$ cat config.mk
export PLATFORM = sky130hd
export DESIGN_NAME = fifo_reader
export DESIGN_NICKNAME = d
export VERILOG_FILES = /design/src/rtl/fifo_reader.sv
export SDC_FILE = /design/constraint.sdc
export NUM_CORES = 1
export LEC_CHECK = 0
export ABC_CLOCK_PERIOD_IN_PS = 3650
export CAP_MARGIN = 20
export CORE_ASPECT_RATIO = 1.75
export CORE_MARGIN = 2
export CORE_UTILIZATION = 50
export CTS_BUF_LIST = sky130_fd_sc_hd__clkbuf_8
export DETAILED_ROUTE_END_ITERATION = 7
export GPL_TIMING_DRIVEN = 0
export PLACE_DENSITY = 0.78
export SETUP_SLACK_MARGIN = 0.1
export SLEW_MARGIN = 15
export SYNTH_ARGS = -nofsm -noshare
export SYNTH_HDL_FRONTEND = slang
export SYNTH_SLANG_ARGS = --single-unit
$ cat constraint.sdc
create_clock -name clk -period 3.65 [get_ports clk]
set_clock_uncertainty 0.1 [all_clocks]
set_input_delay 0.5475 -clock clk [delete_from_list [all_inputs] [get_ports clk]]
set_output_delay 0.5475 -clock clk [all_outputs]
set_load 0.01 [all_outputs]
$ cat src/rtl/fifo_reader.sv
// fifo_reader: drains an 8-bit FIFO read port and packs PACK bytes per word.
// Ports: clk, rst (async active-low); FIFO side fifo_e/fifo_rreq/fifo_rd;
// flush closes a partial word; out_valid/out_ready/out_data/out_be/out_last
// carry the packed word; word_cnt counts accepted words (wraps).
module fifo_reader #(
  parameter int DATA_W = 8,
  parameter int PACK   = 4
) (
  input  logic                   clk,
  input  logic                   rst,
  input  logic                   fifo_e,
  output logic                   fifo_rreq,
  input  logic [DATA_W-1:0]      fifo_rd,
  input  logic                   flush,
  output logic                   out_valid,
  input  logic                   out_ready,
  output logic [PACK*DATA_W-1:0] out_data,
  output logic [PACK-1:0]        out_be,
  output logic                   out_last,
  output logic [15:0]            word_cnt
);

  localparam int FW = $clog2(PACK + 1);
  localparam logic [FW-1:0] FULL = FW'(PACK);

  logic [FW-1:0]               fill;
  logic                        inflight;
  logic                        flush_pend;
  logic [PACK-1:0][DATA_W-1:0] pack;

  logic [FW:0]                 occ;
  logic [PACK-1:0]             mask;
  logic [PACK*DATA_W-1:0]      masked;
  logic                        out_free;
  logic                        full_mv;
  logic                        flush_mv;
  logic                        move;

  always_comb begin
    occ      = {1'b0, fill} + {{FW{1'b0}}, inflight};
    out_free = !out_valid || out_ready;
    full_mv  = (fill == FULL);
    flush_mv = flush_pend && !inflight && (fill != '0);
    move     = out_free && (full_mv || flush_mv);
    // Reserve a lane for the byte still in flight so the pack
    // register can never overflow.
    fifo_rreq = rst && !fifo_e && !flush_pend
             && (occ < {1'b0, FULL});
    mask   = '0;
    masked = '0;
    for (int i = 0; i < PACK; i++) begin
      mask[i] = (FW'(i) < fill);
      masked[i*DATA_W +: DATA_W] = mask[i] ? pack[i] : '0;
    end
  end

  always_ff @(posedge clk or negedge rst) begin
    if (!rst) begin
      fill       <= '0;
      inflight   <= 1'b0;
      flush_pend <= 1'b0;
      pack       <= '0;
    end else begin
      inflight <= fifo_rreq;
      // A move needs inflight=0 (fill==PACK implies it),
      // so the two branches never collide.
      if (move) begin
        fill <= '0;
      end else if (inflight) begin
        fill <= fill + FW'(1);
        for (int i = 0; i < PACK; i++) begin
          if (fill == FW'(i)) pack[i] <= fifo_rd;
        end
      end
      if (flush_pend) begin
        if (!inflight && (fill == '0 || move))
          flush_pend <= 1'b0;
      end else if (flush) begin
        flush_pend <= 1'b1;
      end
    end
  end

  always_ff @(posedge clk or negedge rst) begin
    if (!rst) begin
      out_valid <= 1'b0;
      out_data  <= '0;
      out_be    <= '0;
      out_last  <= 1'b0;
      word_cnt  <= '0;
    end else begin
      if (move) begin
        out_valid <= 1'b1;
        out_data  <= masked;
        out_be    <= mask;
        out_last  <= flush_mv;
      end else if (out_ready) begin
        out_valid <= 1'b0;
      end
      if (out_valid && out_ready)
        word_cnt <= word_cnt + 16'd1;
    end
  end

endmodule

Yosys cells after proc, flatten, opt, wreduce, memory -nomap -nowiden
Cells that the tools add are included.
- flip-flop bits (word level): 91
- bits in latches: 0
- bits in writable memories: 0
- memory bits (read-only): 0
- input port bits: 13
- logic and storage cells: 59
- memories: 0
- $add $sub $neg: 3
- $mul: 0
- div/mod/pow operators: 0
- $lt $le $gt $ge: 5
- eq/ne operators: 4
- shift operators: 0
- multiplexer cells: 11
- bitwise gates (word level): 1
- reductions and logical operators: 23
- operators by type and width (kind ; count):
    8-bit two-way mux ; 4
    16-bit by 1-bit adder with 16-bit output (second input constant) ; 1
    3-bit AND reduction ; 4
    1-bit logical AND ; 8
    3-bit by 2-bit equality test with 1-bit output (second input constant) ; 2
    1-bit by 3-bit less-than comparator with 1-bit output (first input constant) ; 2
    2-bit by 3-bit less-than comparator with 1-bit output (first input constant) ; 2
    3-bit two-way mux ; 2
    1-bit two-way mux ; 5
    3-bit by 1-bit adder with 4-bit output ; 1
    1-bit logical NOT ; 4
    4-bit by 3-bit less-than comparator with 1-bit output (second input constant) ; 1
    2-bit nonzero test ; 2
    3-bit by 1-bit adder with 3-bit output (second input constant) ; 1
    3-bit by 1-bit equality test with 1-bit output (second input constant) ; 1
    3-bit equality test (second input constant) ; 1
    3-bit logical NOT ; 1
    1-bit logical OR ; 3
    3-bit nonzero test ; 1
    1-bit inverter ; 1

Depth between registers and ports, before layout
- depth in word-level cells: 9
- gate-level depth with buffers: 7

Least setup slack after synthesis
No wires, ideal clock.
- path kind: in2out
- start point: in fifo_e
- end point: out fifo_rreq
- arrival: 1.277 ns
- required time: 3.002 ns
- path slack: 1.726 ns
- cell stages on the path: 2
- path buffers: 0
- cells stage by stage: or4b_1 a31oi_1
- word-level cells in the longest chain between the ends: 4
- RTL lines (element ; RTL line ; text):
    start, declared ; 11 ; input logic fifo_e,
    1-bit logical NOT ; 47 ; fifo_rreq = rst && !fifo_e && !flush_pend
    1-bit logical AND (2 in series) ; 47 ;
    1-bit logical AND ; 48 ; && (occ < {1'b0, FULL});
    end, declared ; 12 ; output logic fifo_rreq,
Every way passes these cells.

Worst setup path in the final report
- start point: in rst
- end point: out fifo_rreq
- word-level cells in the longest chain between the ends: 3
- RTL lines (element ; RTL line ; text):
    start, declared ; 10 ; input logic rst,
    1-bit logical AND (2 in series) ; 47 ;
    1-bit logical AND ; 48 ;
Every way passes these cells.

==> flow_summary.yaml <==
routing:
  wl_per_cell_um: 15.5
  via_per_inst: 5.22
  wirelength_um: 7480
  ant_nets: 0
  vias: 2528
  drc: 0
  drtPass1Iterations: 4
  drt-initial-drc-count: 152
finish:
  layout-drive-gt1-share_pct: 16.6
  utilization_pct: 65.3
  fin_cells: 484
  area_growth_pct: 27.0
  fin_nets: 410
  n_antenna_cell: 0
synth:
  syn-instance-count: 314
  syn_avg_cell_area_um2: 11.8
  ys_types: 31
  synthesis.nets: 331
  ys_ff_latch: 91
  ys_warn_count: 0
  synth_area_um2: 3690
  ys_seq_area_share_pct: 61.6
setup_path:
  start_kind: "input pin"
  slowest_stage: "clkdlybuf4s50_1"
  endpoint_kind: "output port"
  endpoint: "fifo_rreq"
  timing.rr.start: "fill[0]"
  critical_path_required_ps: 3000
  reg2regPathDepth: 6
  startpoint: "rst"
  cp_max_fo: 52
  critPathArrivalTime_ps: 2600
  reg2reg_to: "out_data[9]"
  rrSetupSlack_ps: 1620
  cp_cell_sequence: "buf_4 > buf_16 > or4b_1 > a31oi_1 > clkdlybuf4s50_1"
  slowest_delay_ps: 590
  worstSetupPathType: "in2out"
floorplan:
  core_area_um2: 7180
  rows: 41
  die_w_um: 69.0
  die_h_um: 118
  ios: 68
  initial_utilization_pct: 51.4
  die_area_um2: 8120
cts:
  cts_tree: "done"
  clk-insertion-delay-late_ps: 360
  cts_setup_buffers: 0
  numCtsBuffers: 9
  cts_resized: 0
  clockRootBuffer: "clkbuf_8"
  clk_pin_slew_ps: 80
  cts_hold_buf: 0
  ctsHtreeMaxLevel: 3
  ctsLongestPathBuffers: 2
  clock_sinks: 91
placed_design:
  dp_slack_ps: 337
  io_buffers: 67
  dp_hpwl_um: 5420
  dp_cells: 468
  gp_congestion: 0.720
global_route:
  grt_pass1_vias: 2525
  track_usage_pct: 20.6
  overflow: 0
  grt_max_degree: 53
  grt_pass1_wl_um: 12400
  antenna_found_initial: 0
sta:
  maxSlewHeadroom_pct: 64.2
  whs_ps: 58.9
  hold_viol: 0
  setup_viol: 0
  rsz0062_at_grt: "false"
  max_freq_mhz: 308
  layout_setup_ws_ps: 401
  tightest_slew_ps: 538
  post-route-period-util_pct: 89.0
  finalCriticalPeriod_ps: 3250
  drv_slew: 0
power:
  power.leakage_uw: 0.00208
  ir_worst_vdd_v: 0.000385
  power_uw: 3610
  powerDensity_nw_per_um2: 770
flow_run:
  cap_violations: 0
hold_path:
  hold_path.class: "in2async"
status:
  run_status: "finished clean"
layout by cell type, fill, tap and decap left out:
master,netlist,final
nand2b_1,2,2
a21oi_1,4,4
bufinv_16,0,1
buf_16,0,1
inv_1,4,5
nor2b_1,2,2
xor2_1,5,5
o21ai_0,32,32
nor2_1,9,9
and2_4,1,1
nand2_1,75,75
mux2i_1,1,1
buf_6,2,2
or2_2,1,1
nand4_1,5,5
clkinvlp_4,0,1
xnor2_1,11,11
mux2_4,4,4
o21ai_4,1,1
buf_4,0,1
dfrtp_1,91,91
clkbuf_8,0,10
and3_1,2,2
ha_1,4,4
nor2b_4,1,1
a21o_1,1,1
nor3b_2,1,1
clkdlybuf4s50_1,0,66
buf_2,5,5
clkinv_2,0,3
buf_1,2,2
a31oi_1,1,1
or3_1,2,2
and4_1,2,2
mux2_2,33,33
or4b_1,1,1
clkbuf_1,4,4
nand3_1,5,5
critical path: cells and delay by family:
kind                   cells  cell delay [ps]
AOI/OAI and AO/OA          1              240
buffers and inverters      3             1330
and+or+nand+nor            1              460
layer usage:
layer  share of wire, %  vias to the layer above  track usage (%)
met5                  0                        -                0
li1                   -                     1210                -
met3                3.6                       11             2.10
met1                 40                     1250             25.4
met2                 54                       57             34.6
met4                2.2                        0             10.2
cells in the mapped netlist:
master    number  area share (%)
dfrtp_1       91              62
nand2_1       75             7.6
mux2_2        33              10
o21ai_0       32             4.3
xnor2_1       11             2.6
nor2_1         9            0.91
buf_2          5            0.68
nand3_1        5            0.68
nand4_1        5            0.85
xor2_1         5             1.2
a21oi_1        4            0.54
clkbuf_1       4            0.41
ha_1           4             1.4
inv_1          4            0.41
mux2_4         4             1.6
and3_1         2            0.34
and4_1         2            0.47
buf_1          2            0.20
buf_6          2            0.61
nand2b_1       2            0.34
nor2b_1        2            0.34
or3_1          2            0.34
a21o_1         1            0.20
a31oi_1        1            0.17
and2_4         1            0.24
mux2i_1        1            0.27
nor2b_4        1            0.37
nor3b_2        1            0.34
o21ai_4        1            0.44
or2_2          1            0.17
or4b_1         1            0.27
logic make-up (layout without fill, tap and decap cells):
| kind of cell | after synthesis | in the layout | share of synthesized area (%) |
|---|---|---|---|
| and+or+nand+nor | 109 | 109 | 13.3 |
| DFF | 91 | 91 | 61.6 |
| AOI/OAI and AO/OA | 39 | 39 | 5.69 |
| muxes | 38 | 38 | 12.0 |
| buffers and inverters | 17 | 101 | 2.30 |
| xor gates and xnor gates | 16 | 16 | 3.79 |
| adders and majority gates | 4 | 4 | 1.35 |
worst min path at each step:
stage | cells past startpoint | startpoint | to
finish | 1 | rst | out_data[26]
global route | 1 | rst | out_data[26]
CTS | 1 | rst | out_data[28]
detailed placement | 2 | out_data[14] | out_data[14]
global placement | 1 | word_cnt[15] | word_cnt[15]
floorplan | 0 | rst | fill[0]
power by group:
part	total [µW]	internal, µW	switching (µW)	leakage, µW
clock network	672	329	343	0.000103
registers	1620	1380	242	0.00117
logic	1320	698	620	0.000802
total	3610	2410	1200	0.00208
layout make-up:
class                   instances  area (µm²)
fillers                       588        2490
flip-flops and latches         91        2280
multi-input cells             206        1330
repair buffers                 68         696
clock buffers                  10         138
well taps                      86         108
plain buffers                  13        70.1
clock inverters                 6        56.3
inverters                       4        15.0
flip-flops by register name, indices dropped and copies added (netlist names):
name	cells
inflight	1
pack	32
out_last	1
flush_pend	1
word_cnt	16
out_data	32
out_valid	1
fill	3
out_be	4
per-stage QoR:
step / TNS (ps) / cell area [µm²]
2_1_floorplan: 0 / 3690
3_3_place_gp: -119000 / 4470
3_5_place_dp: 0 / 4500
4_1_cts: 0 / 4690
5_1_grt: 0 / 4690
6_report: 0 / 4690
Note: power is estimated with default switching activity, not from simulation.
